## src/rtl/dcache_wb_buffer_pkg.sv

```systemverilog
// Shared types and default sizes for the data-cache write-back buffer.
// No logic here; latency: n/a.
// Backpressure: n/a.
package dcache_wb_buffer_pkg;

    localparam int DCACHE_ADDR_WIDTH  = 32;
    localparam int DCACHE_LINE_WIDTH  = 128;
    localparam int DCACHE_OFFSET_BITS = 4;
    localparam int DCACHE_WB_DEPTH    = 4;

    typedef struct packed {
        logic                                          valid;
        logic [DCACHE_ADDR_WIDTH-DCACHE_OFFSET_BITS-1:0] line_addr;
        logic [DCACHE_LINE_WIDTH-1:0]                  data;
    } type_wb_entry_s;

    typedef enum logic [1:0] {
        WB_IDLE,
        WB_WRITE,
        WB_READ
    } type_wb_state_e;

endpackage

```

## src/rtl/dcache_wb_buffer_match.sv

```systemverilog
// Line-address CAM over the buffer entries; reports the youngest match relative to tail.
// Latency: purely combinational.
// Backpressure: none.
module dcache_wb_match
    import dcache_wb_buffer_pkg::*;
#(
    parameter int DEPTH = DCACHE_WB_DEPTH,
    parameter int LA_W  = DCACHE_ADDR_WIDTH - DCACHE_OFFSET_BITS,
    parameter int PTR_W = $clog2(DCACHE_WB_DEPTH)
) (
    input  logic [DEPTH-1:0]      valid,
    input  logic [DEPTH*LA_W-1:0] line_addrs,
    input  logic [PTR_W-1:0]      tail,
    input  logic [LA_W-1:0]       key,
    output logic                  hit,
    output logic [PTR_W-1:0]      idx
);

    // Walk from oldest (tail) to youngest (tail-1); the last match wins.
    always_comb begin
        logic [PTR_W-1:0] j;
        hit = 1'b0;
        idx = '0;
        j   = '0;
        for (int k = 0; k < DEPTH; k++) begin
            j = tail + PTR_W'(k);
            if (valid[j] && (line_addrs[int'(j)*LA_W +: LA_W] == key)) begin
                hit = 1'b1;
                idx = j;
            end
        end
    end

endmodule

```

## src/rtl/dcache_wb_buffer.sv

```systemverilog
// Write-back buffer: queues evicted lines, drains them to memory, forwards hits to fills.
// Latency: fill hit 1 cycle after rd_req_i; memory ops registered, one per 2 cycles max.
// Backpressure: full_o drops pushes; drain_i holds off fills. Optional: DCACHE_WB_COALESCE_EN.
module dcache_wb_buffer
    import dcache_wb_buffer_pkg::*;
#(
    parameter int WB_DEPTH    = DCACHE_WB_DEPTH,
    parameter int ADDR_W      = DCACHE_ADDR_WIDTH,
    parameter int LINE_W      = DCACHE_LINE_WIDTH,
    parameter int OFFSET_BITS = DCACHE_OFFSET_BITS
) (
    input  logic              clk,
    input  logic              rst,
    input  logic              push_i,
    input  logic [ADDR_W-1:0] push_addr_i,
    input  logic [LINE_W-1:0] push_data_i,
    output logic              full_o,
    output logic              empty_o,
    input  logic              rd_req_i,
    input  logic [ADDR_W-1:0] rd_addr_i,
    output logic              rd_valid_o,
    output logic [LINE_W-1:0] rd_data_o,
    output logic              rd_fwd_o,
    input  logic              drain_i,
    output logic              mem_req_o,
    output logic              mem_we_o,
    output logic [ADDR_W-1:0] mem_addr_o,
    output logic [LINE_W-1:0] mem_wdata_o,
    input  logic [LINE_W-1:0] mem_rdata_i,
    input  logic              mem_ack_i
);

    localparam int LA_W  = ADDR_W - OFFSET_BITS;
    localparam int PTR_W = $clog2(WB_DEPTH);
    localparam int CNT_W = PTR_W + 1;

    logic [WB_DEPTH-1:0]      ent_vld;
    logic [WB_DEPTH*LA_W-1:0] ent_la;
    logic [LINE_W-1:0]        ent_dat [WB_DEPTH];
    logic [PTR_W-1:0]         head;
    logic [PTR_W-1:0]         tail;
    logic [CNT_W-1:0]         count;

    type_wb_state_e state;
    type_wb_state_e state_nxt;
    logic           start_wr;
    logic           start_rd;
    logic           wr_done;
    logic           rd_done;

    logic            pend_vld;
    logic [LA_W-1:0] pend_la;

    logic [LA_W-1:0] push_la;
    logic [LA_W-1:0] rd_la;
    logic [LA_W-1:0] head_la;
    logic            push_alloc;
    logic            push_merge;
    logic            coal_hit;

    logic             buf_hit;
    logic [PTR_W-1:0] buf_idx;
    logic             rd_take;
    logic             push_fwd;
    logic             rd_hit;
    logic [LINE_W-1:0] fwd_dat;

    logic unused_offset_bits;

    assign push_la = push_addr_i[ADDR_W-1:OFFSET_BITS];
    assign rd_la   = rd_addr_i[ADDR_W-1:OFFSET_BITS];
    assign head_la = ent_la[int'(head)*LA_W +: LA_W];
    assign unused_offset_bits = ^{push_addr_i[OFFSET_BITS-1:0], rd_addr_i[OFFSET_BITS-1:0]};

    assign full_o  = (count == CNT_W'(WB_DEPTH));
    assign empty_o = (count == '0);

    assign wr_done = (state == WB_WRITE) && mem_ack_i;
    assign rd_done = (state == WB_READ) && mem_ack_i;

    // ------------------------------------------------------------------
    // Push path
    // ------------------------------------------------------------------
`ifdef DCACHE_WB_COALESCE_EN
    logic [WB_DEPTH-1:0] coal_mask;
    logic [PTR_W-1:0]    coal_idx;

    // The head is off-limits once its write is issued or about to be.
    always_comb begin
        coal_mask = ent_vld;
        if ((state == WB_WRITE) || start_wr) begin
            coal_mask[head] = 1'b0;
        end
    end

    dcache_wb_match #(
        .DEPTH (WB_DEPTH),
        .LA_W  (LA_W),
        .PTR_W (PTR_W)
    ) u_coal_match (
        .valid      (coal_mask),
        .line_addrs (ent_la),
        .tail       (tail),
        .key        (push_la),
        .hit        (coal_hit),
        .idx        (coal_idx)
    );
`else
    assign coal_hit = 1'b0;
`endif

    assign push_merge = push_i && coal_hit;
    assign push_alloc = push_i && !coal_hit && !full_o;

    always_ff @(posedge clk or posedge rst) begin
        if (rst) begin
            ent_vld <= '0;
            ent_la  <= '0;
            head    <= '0;
            tail    <= '0;
            count   <= '0;
        end else begin
            if (push_alloc) begin
                ent_vld[tail]                   <= 1'b1;
                ent_la[int'(tail)*LA_W +: LA_W] <= push_la;
                tail                            <= tail + 1'b1;
            end
            if (wr_done) begin
                ent_vld[head] <= 1'b0;
                head          <= head + 1'b1;
            end
            count <= count + CNT_W'(push_alloc) - CNT_W'(wr_done);
        end
    end

    always_ff @(posedge clk) begin
        if (push_alloc) begin
            ent_dat[tail] <= push_data_i;
        end
`ifdef DCACHE_WB_COALESCE_EN
        if (push_merge) begin
            ent_dat[coal_idx] <= push_data_i;
        end
`endif
    end

    // ------------------------------------------------------------------
    // Fill lookup: buffered entries plus a same-cycle push (the youngest)
    // ------------------------------------------------------------------
    dcache_wb_match #(
        .DEPTH (WB_DEPTH),
        .LA_W  (LA_W),
        .PTR_W (PTR_W)
    ) u_rd_match (
        .valid      (ent_vld),
        .line_addrs (ent_la),
        .tail       (tail),
        .key        (rd_la),
        .hit        (buf_hit),
        .idx        (buf_idx)
    );

    assign rd_take  = rd_req_i && !pend_vld;
    assign push_fwd = (push_alloc || push_merge) && (push_la == rd_la);
    assign rd_hit   = rd_take && (push_fwd || buf_hit);
    assign fwd_dat  = push_fwd ? push_data_i : ent_dat[buf_idx];

    always_ff @(posedge clk or posedge rst) begin
        if (rst) begin
            pend_vld   <= 1'b0;
            pend_la    <= '0;
            rd_valid_o <= 1'b0;
            rd_fwd_o   <= 1'b0;
            rd_data_o  <= '0;
        end else begin
            rd_valid_o <= rd_hit || rd_done;
            rd_fwd_o   <= rd_hit;
            if (rd_hit) begin
                rd_data_o <= fwd_dat;
            end else if (rd_done) begin
                rd_data_o <= mem_rdata_i;
            end
            if (rd_take && !rd_hit) begin
                pend_vld <= 1'b1;
                pend_la  <= rd_la;
            end else if (rd_done) begin
                pend_vld <= 1'b0;
            end
        end
    end

    // ------------------------------------------------------------------
    // Memory port arbiter
    // ------------------------------------------------------------------
    always_ff @(posedge clk or posedge rst) begin
        if (rst) begin
            state <= WB_IDLE;
        end else begin
            state <= state_nxt;
        end
    end

    always_comb begin
        state_nxt = state;
        start_wr  = 1'b0;
        start_rd  = 1'b0;
        unique case (state)
            WB_IDLE: begin
                // Fills win unless the buffer is full or a flush is running.
                if (pend_vld && !(full_o || drain_i)) begin
                    state_nxt = WB_READ;
                    start_rd  = 1'b1;
                end else if (count != '0) begin
                    state_nxt = WB_WRITE;
                    start_wr  = 1'b1;
                end
            end
            WB_WRITE: begin
                if (mem_ack_i) begin
                    state_nxt = WB_IDLE;
                end
            end
            WB_READ: begin
                if (mem_ack_i) begin
                    state_nxt = WB_IDLE;
                end
            end
            default: state_nxt = WB_IDLE;
        endcase
    end

    always_ff @(posedge clk or posedge rst) begin
        if (rst) begin
            mem_req_o   <= 1'b0;
            mem_we_o    <= 1'b0;
            mem_addr_o  <= '0;
            mem_wdata_o <= '0;
        end else if (start_wr) begin
            mem_req_o   <= 1'b1;
            mem_we_o    <= 1'b1;
            mem_addr_o  <= {head_la, {OFFSET_BITS{1'b0}}};
            mem_wdata_o <= ent_dat[head];
        end else if (start_rd) begin
            mem_req_o  <= 1'b1;
            mem_we_o   <= 1'b0;
            mem_addr_o <= {pend_la, {OFFSET_BITS{1'b0}}};
        end else if (wr_done || rd_done) begin
            mem_req_o <= 1'b0;
        end
    end

endmodule

```

## config.mk

```make
export PLATFORM = sky130hd
export DESIGN_NAME = dcache_wb_buffer
export DESIGN_NICKNAME = d
export VERILOG_FILES = /design/src/rtl/dcache_wb_buffer_pkg.sv /design/src/rtl/dcache_wb_buffer_match.sv /design/src/rtl/dcache_wb_buffer.sv
export SDC_FILE = /design/constraint.sdc
export NUM_CORES = 2
export LEC_CHECK = 0
export CORE_MARGIN = 2
export CORE_UTILIZATION = 56
export DETAILED_ROUTE_END_ITERATION = 8
export HOLD_SLACK_MARGIN = 0.05
export PLACE_DENSITY = 0.81
export SYNTH_ARGS = -nofsm -noshare
export SYNTH_HDL_FRONTEND = slang
export SYNTH_HIERARCHICAL = 1
export SYNTH_SLANG_ARGS = --single-unit
```

## constraint.sdc

```tcl
create_clock -name clk -period 17.9 [get_ports clk]
set_clock_uncertainty 0.15 [all_clocks]
set_input_delay 3.58 -clock clk [delete_from_list [all_inputs] [get_ports clk]]
set_output_delay 3.58 -clock clk [all_outputs]
set_load 0.005 [all_outputs]
```

---- After elaboration in Yosys (flattened, before gate mapping) ----
Memory sizes are Yosys's and may differ from the RTL's. A register that Yosys moved wholly into a read port is not among the register bits.
Index checks and enable logic that the tools add are counted.
operators by class
  add/subtract/negate cells ............... 7
  multiply operators ...................... 5
  div/mod/pow operators ................... 0
  order comparisons ....................... 7
  eq/ne operators ......................... 10
  shift operators ......................... 7
  muxes and demuxes ....................... 46
  bitwise logic cells ..................... 3
  reduce and logical (&&, ||, !) cells .... 31
operators by type and width
  cell                                                      number
  indexed part select 112 x 32 -> 28 bit                    4
  2-to-1 mux 128 bit                                        3
  == test 28 bit                                            5
  bitwise mux 112 bit                                       1
  variable shift 28 x 33 -> 112 bit (first input constant)  1
  indexed part select 112 x 8 -> 28 bit                     1
  indexed part select 28 x 33 -> 112 bit                    1
  2-to-1 mux 32 bit                                         2
  negator 32 -> 33 bit                                      1
  multiplier 2 x 3 -> 5 bit (second input constant)         5
  2-to-1 mux 1 bit                                          24
  < comparator 2 x 3 -> 1 bit (second input constant)       5
  logical AND 1 bit                                         14
  2-to-1 mux 2 bit                                          7
  binary-select mux 1 bit (select 2 bit)                    4
  2-to-1 mux 4 bit                                          2
  nonzero test 2 bit                                        3
  nonzero test 3 bit                                        2
  adder 2 x 1 -> 2 bit (second input constant)              2
  adder 2 bit (second input constant)                       2
  AND 4 bit                                                 1
  demux 1 bit (select 2 bit)                                2
  >= comparator 2 x 1 -> 1 bit (second input constant)      2
  logical NOT 1 bit                                         4
  15 further kinds                                          18
storage, ports and cells
  register bits after elaboration ......... 318
  latch bits .............................. 0
  memory bits (writable) .................. 512
  bits in read-only memories .............. 0
  input port bits ......................... 326
  output and inout bits ................... 294
  logic and storage cells ................. 131
  memories kept ........................... 1
memories
  memory   words  bits a word  read ports  clocked after memory_dff  write ports  RTL line                text
  ent_dat  4      128          2           1                         1            dcache_wb_buffer.sv:39  logic [LINE_W-1:0] ent_dat [WB_DEPTH];

---- Logic depth before layout (Yosys ltp) ----
  word-level depth ........................ 13
  depth in mapped cells ................... 17
  gate-level depth less buffers ........... 11

---- Hierarchy ----
Netlist, hierarchy kept.
by module, submodules not included
  module            times used  cells an instance  area each (µm²)  sequential area each (µm²)
  dcache_wb_buffer  1           3060               44535.2          26435.4
  dcache_wb_match   1           523                4499.3           0.0

---- Least setup slack after synthesis ----
Ideal clock, no wire load.
  kind .................................... input port to flip-flop
  start point ............................. input port push_i
  end point ............................... memory ent_dat[0][0] in the netlist's numbering (enable)
  library setup time ...................... 618 ps
  arrival time ............................ 9331 ps
  data required time ...................... 17132 ps
  setup slack ............................. 7801 ps
  stages on the path ...................... 4
  path buffers ............................ 1
  path through ............................ and2_4 buf_2 inv_1 nor2_1
between the ends
  word-level cells in the longest chain between the ends .. 3
ends and longest elaborated chain
  what                                    RTL line                 text
  start, declared                         dcache_wb_buffer.sv:14   input logic push_i,
  logical AND 1 bit                       dcache_wb_buffer.sv:113  assign push_alloc = push_i && !coal_hit && !full_o;
  2-to-1 mux 1 bit                        dcache_wb_buffer.sv:137  if (push_alloc) begin
  2-to-1 mux 1 bit (not written as such)  dcache_wb_buffer.sv:138  ent_dat[tail] <= push_data_i;
  end, declared                           dcache_wb_buffer.sv:39
No other way between the ends.

---- Worst setup path after layout ----
  start point ............................. input port rd_addr_i[31]
  end point ............................... register rd_data_o[30]
between the ends
  word-level cells in the longest chain between the ends .. 9
  elaborated cells on any way between the ends .. 24
  those cells by class .................... 5 x eq/ne; 10 x mux; 8 x reduce/logical; 1 x memory
ends and longest elaborated chain
  what                           RTL line                      text
  start, declared                dcache_wb_buffer.sv:20        input logic [ADDR_W-1:0] rd_addr_i,
  == test 28 bit                 dcache_wb_buffer_match.sv:27  if (valid[j] && (line_addrs[int'(j)*LA_W +: LA_W] == key)) begin
  logical AND 1 bit              dcache_wb_buffer_match.sv:27
  2-to-1 mux 2 bit (3 in a row)  dcache_wb_buffer_match.sv:27
  2-to-1 mux 2 bit (*)           dcache_wb_buffer_match.sv:27
  via buf_idx[0]                 dcache_wb_buffer.sv:62        logic [PTR_W-1:0] buf_idx;
  memory (4 x 128 bit) (*)       --
  2-to-1 mux 128 bit (*)         dcache_wb_buffer.sv:166       assign fwd_dat = push_fwd ? push_data_i : ent_dat[buf_idx];
  2-to-1 mux 128 bit (*)         dcache_wb_buffer.sv:178       if (rd_hit) begin
  end signal, assigned           dcache_wb_buffer.sv:179       rd_data_o <= fwd_dat;
  end signal, assigned           dcache_wb_buffer.sv:181       rd_data_o <= mem_rdata_i;
  end, declared                  dcache_wb_buffer.sv:22        output logic [LINE_W-1:0] rd_data_o,
The timed path passes the listed nets; every way through them passes the cells marked *.
A chain may end at the register's enable or synchronous reset.

==> out/summary.txt <==
status: complete, no violations
Adder-Cell Fraction of Synth Area: 0.00475
r2r setup slk: 10.96 ns
gr usage total: 0.363
Reg clk slew, reported paths: 0.06 ns
Lkg Pwr: 22.3 nW
CTS resizes: 0
worst IR drop on VDD: 0.135 mV
CP endpoint kind: flop
reg2reg start: tail[1]
Worst EP required: 18.28 ns
Synth area leader: edfxtp_1
WL/cell: 31.0 µm
Switching Share: 0.378
CTS Buf Count: 102
DIE HEIGHT: 300 µm
Min-Delay Endpoint: mem_addr_o[19]
f_max: 113 MHz
combinational cell fraction of total power: 0.427
Max-slew headroom: 0.216
fin. max-slew vios: 0
final worst path period need: 8.88 ns
final hold vios: 0
initial core utilization: 0.565
most common cell in the synthesized netlist: nand2_1
simple-gate area share of the yosys netlist: 0.0761
hold_buf cts: 0
Die Area: 89,900 µm²
Final nets: 4,395
RSZ-0062 raised after global routing: false
antenna violations before repair: 22
row count: 108
vias in the first global route: 36,000
largest family of logic cells by synthesized area: multiplexers
1st-iter DRT viols: 4,184
Max Cap Viol: 0
largest net degree at the start of global routing: 120
1st-pass router iterations: 6
placed wire-length estimate: 107 mm
DR vias: 35,800
#FFs+latches synth: 954
HP Start: mem_addr_o[19]
Worst-Margin Slew: 1.18 ns
Critical Path Fanout Max: 86
Placed Area: 55,600 µm²
Chip Width: 300 µm
PwrDens: 171 nW/µm²
clock buffer depth: 3
Post-synth EDFFs: 512
Cells after Synth: 3,583
clock root buffer: clkbuf_16
port bufs: 607
post-CTS setup buffers: 0
Seq pwr share: 0.358
syn_area_per_cell: 13.7 µm²
Syn Std Cell Area: 49,000 µm²
clk sink count: 954
net switching power: 3.81 mW
vias per std cell: 6.76
number of distinct library cells after synthesis: 86
Layout area overhead: 20.5%
fin area: 59,100 µm²
share of cells above drive strength 1: 0.180
global-route wire length before repair: 241 mm
H-tree Lvls: 3
Crit Path Class: in -> reg
main flop type after synthesis: edfxtp_1
Int Pwr: 6.27 mW
Hold Path Class: reg -> reg
Arr. time, crit path: 9.27 ns
pre-CTS setup slack: 8.51 ns
Core ar.: 86,800 µm²
Hold Path Cell Cnt: 2
post-synthesis compound-gate area fraction: 0.106
DRC viols: 0
mux contribution to synthesized area: 0.216
RePlAce Congestion: 0.996
number of routed nets with antenna violations: 0
XOR/XNOR share of the synthesized area: 0.0232
final number of setup-violating endpoints: 0
crit start category: primary input
CTS tree: built
Top-Level Pins: 620
Seq/Total Area, Yosys: 0.539
Synth top area share: 0.314
Overflow after GRT: 0
final wirelength: 164 mm
top post-synthesis cells by area: edfxtp_1, dfrtp_1, mux4_2
Ys Warns: 6
R2R depth: 13
Clock Latency Late Sink: 0.69 ns
share of async-settable or async-resettable flops after synthesis: 0.463
synth cell count leaders: nand2_1, edfxtp_1, dfrtp_1
Setup WS post-layout: 9.02 ns
Fin Setup TNS: 0 ns
RR Endpoint: rd_data_o[30]
clock group share of total power: 0.215
crit share post-route: 0.496
-- worst max-delay path, stage by stage --
cell	delay (ns)
clkdlybuf4s50_1	0.90
a22o_1	0.42
a2111oi_0	0.85
and4_1	0.30
o2111ai_1	0.17
a211oi_2	0.32
o21ai_0	0.17
mux2i_4	0.74
buf_12	0.59
mux4_2	0.60
o211ai_1	0.24
o221ai_2	0.16
-- placed cells by master, fill, tap and decap left out, types with 31 or more instances in the layout --
cell / instances
xor2_1: 65
clkdlybuf4s50_1: 607
o221ai_1: 31
a21oi_1: 34
o21ai_0: 103
xnor2_1: 65
o221ai_2: 101
edfxtp_1: 512
nand2_1: 720
a22o_1: 46
dfrtp_1: 438
a22oi_1: 49
mux2i_1: 265
buf_4: 57
o211ai_1: 143
nor2_1: 54
mux4_2: 331
clkbuf_16: 102
-- cell families after synthesis --
| group | Yosys count |
|---|---|
| AO/OA/AOI/OAI | 610 |
| XOR/XNOR | 130 |
| buffers and inverters | 336 |
| other | 1 |
| multiplexers | 634 |
| AND/OR/NAND/NOR | 900 |
| adder cells (fa/ha/maj) | 18 |
| flip-flops | 954 |
-- power groups by stage --
| stage | logic, mW | clock network [mW] | registers (mW) |
|---|---|---|---|
| floorplan | 2.65 | 0 | 3.45 |
| global placement | 4.18 | 0 | 3.58 |
| detailed placement | 4.23 | 0 | 3.62 |
| CTS | 4.26 | 2.18 | 3.59 |
| global route | 4.56 | 2.27 | 3.68 |
| finish | 4.30 | 2.17 | 3.61 |
-- layer usage --
layer	track usage	wire length [µm]	share of wire	vias up
li1	-	-	-	14800
met5	0	168	0.0010	-
met1	0.476	59200	0.36	18400
met4	0.182	9200	0.056	26
met2	0.564	77300	0.47	2222
met3	0.0967	18400	0.11	450
-- worst max path at each step --
stage                  startpoint             to  cells after the start
floorplan                     rst       count[0]                      1
global placement    rd_addr_i[31]  rd_data_o[30]                     12
detailed placement  rd_addr_i[31]  rd_data_o[30]                     12
CTS                 rd_addr_i[31]  rd_data_o[30]                     12
global route        rd_addr_i[31]  rd_data_o[30]                     12
finish              rd_addr_i[31]  rd_data_o[30]                     12
-- final cells by class --
cell class	instances	area, µm²
multi-input cells	2296	21000
flip-flops and latches	954	26500
diodes	11	27.5
clock inverters	63	659
clock buffers	127	2790
well taps	1155	1450
fillers	6018	27700
repair buffers	667	6560
inverters	30	120
-- through the flow --
| stage | utilization | cells | hold WS, ns | power, mW |
|---|---|---|---|---|
| CTS | 0.681 | 5292 | 0.319 | 10.0 |
| finish | 0.681 | 5303 | 0.314 | 10.1 |
| floorplan | - | 3586 | 0.313 | 6.10 |
| detailed placement | 0.641 | 5102 | 0.306 | 7.85 |
| global route | 0.681 | 5299 | 0.340 | 10.5 |
| global placement | 0.641 | 5102 | 0.299 | 7.75 |
-- sequential cells by signal, summed over array words and instances (netlist names), 2 cells and up --
signal       flops
ent_dat        512
mem_addr_o      28
ent_vld          4
state            2
mem_wdata_o    128
rd_data_o      128
head             2
ent_la         112
tail             2
pend_la         28
count            3
(Power assumes the default switching activity.)
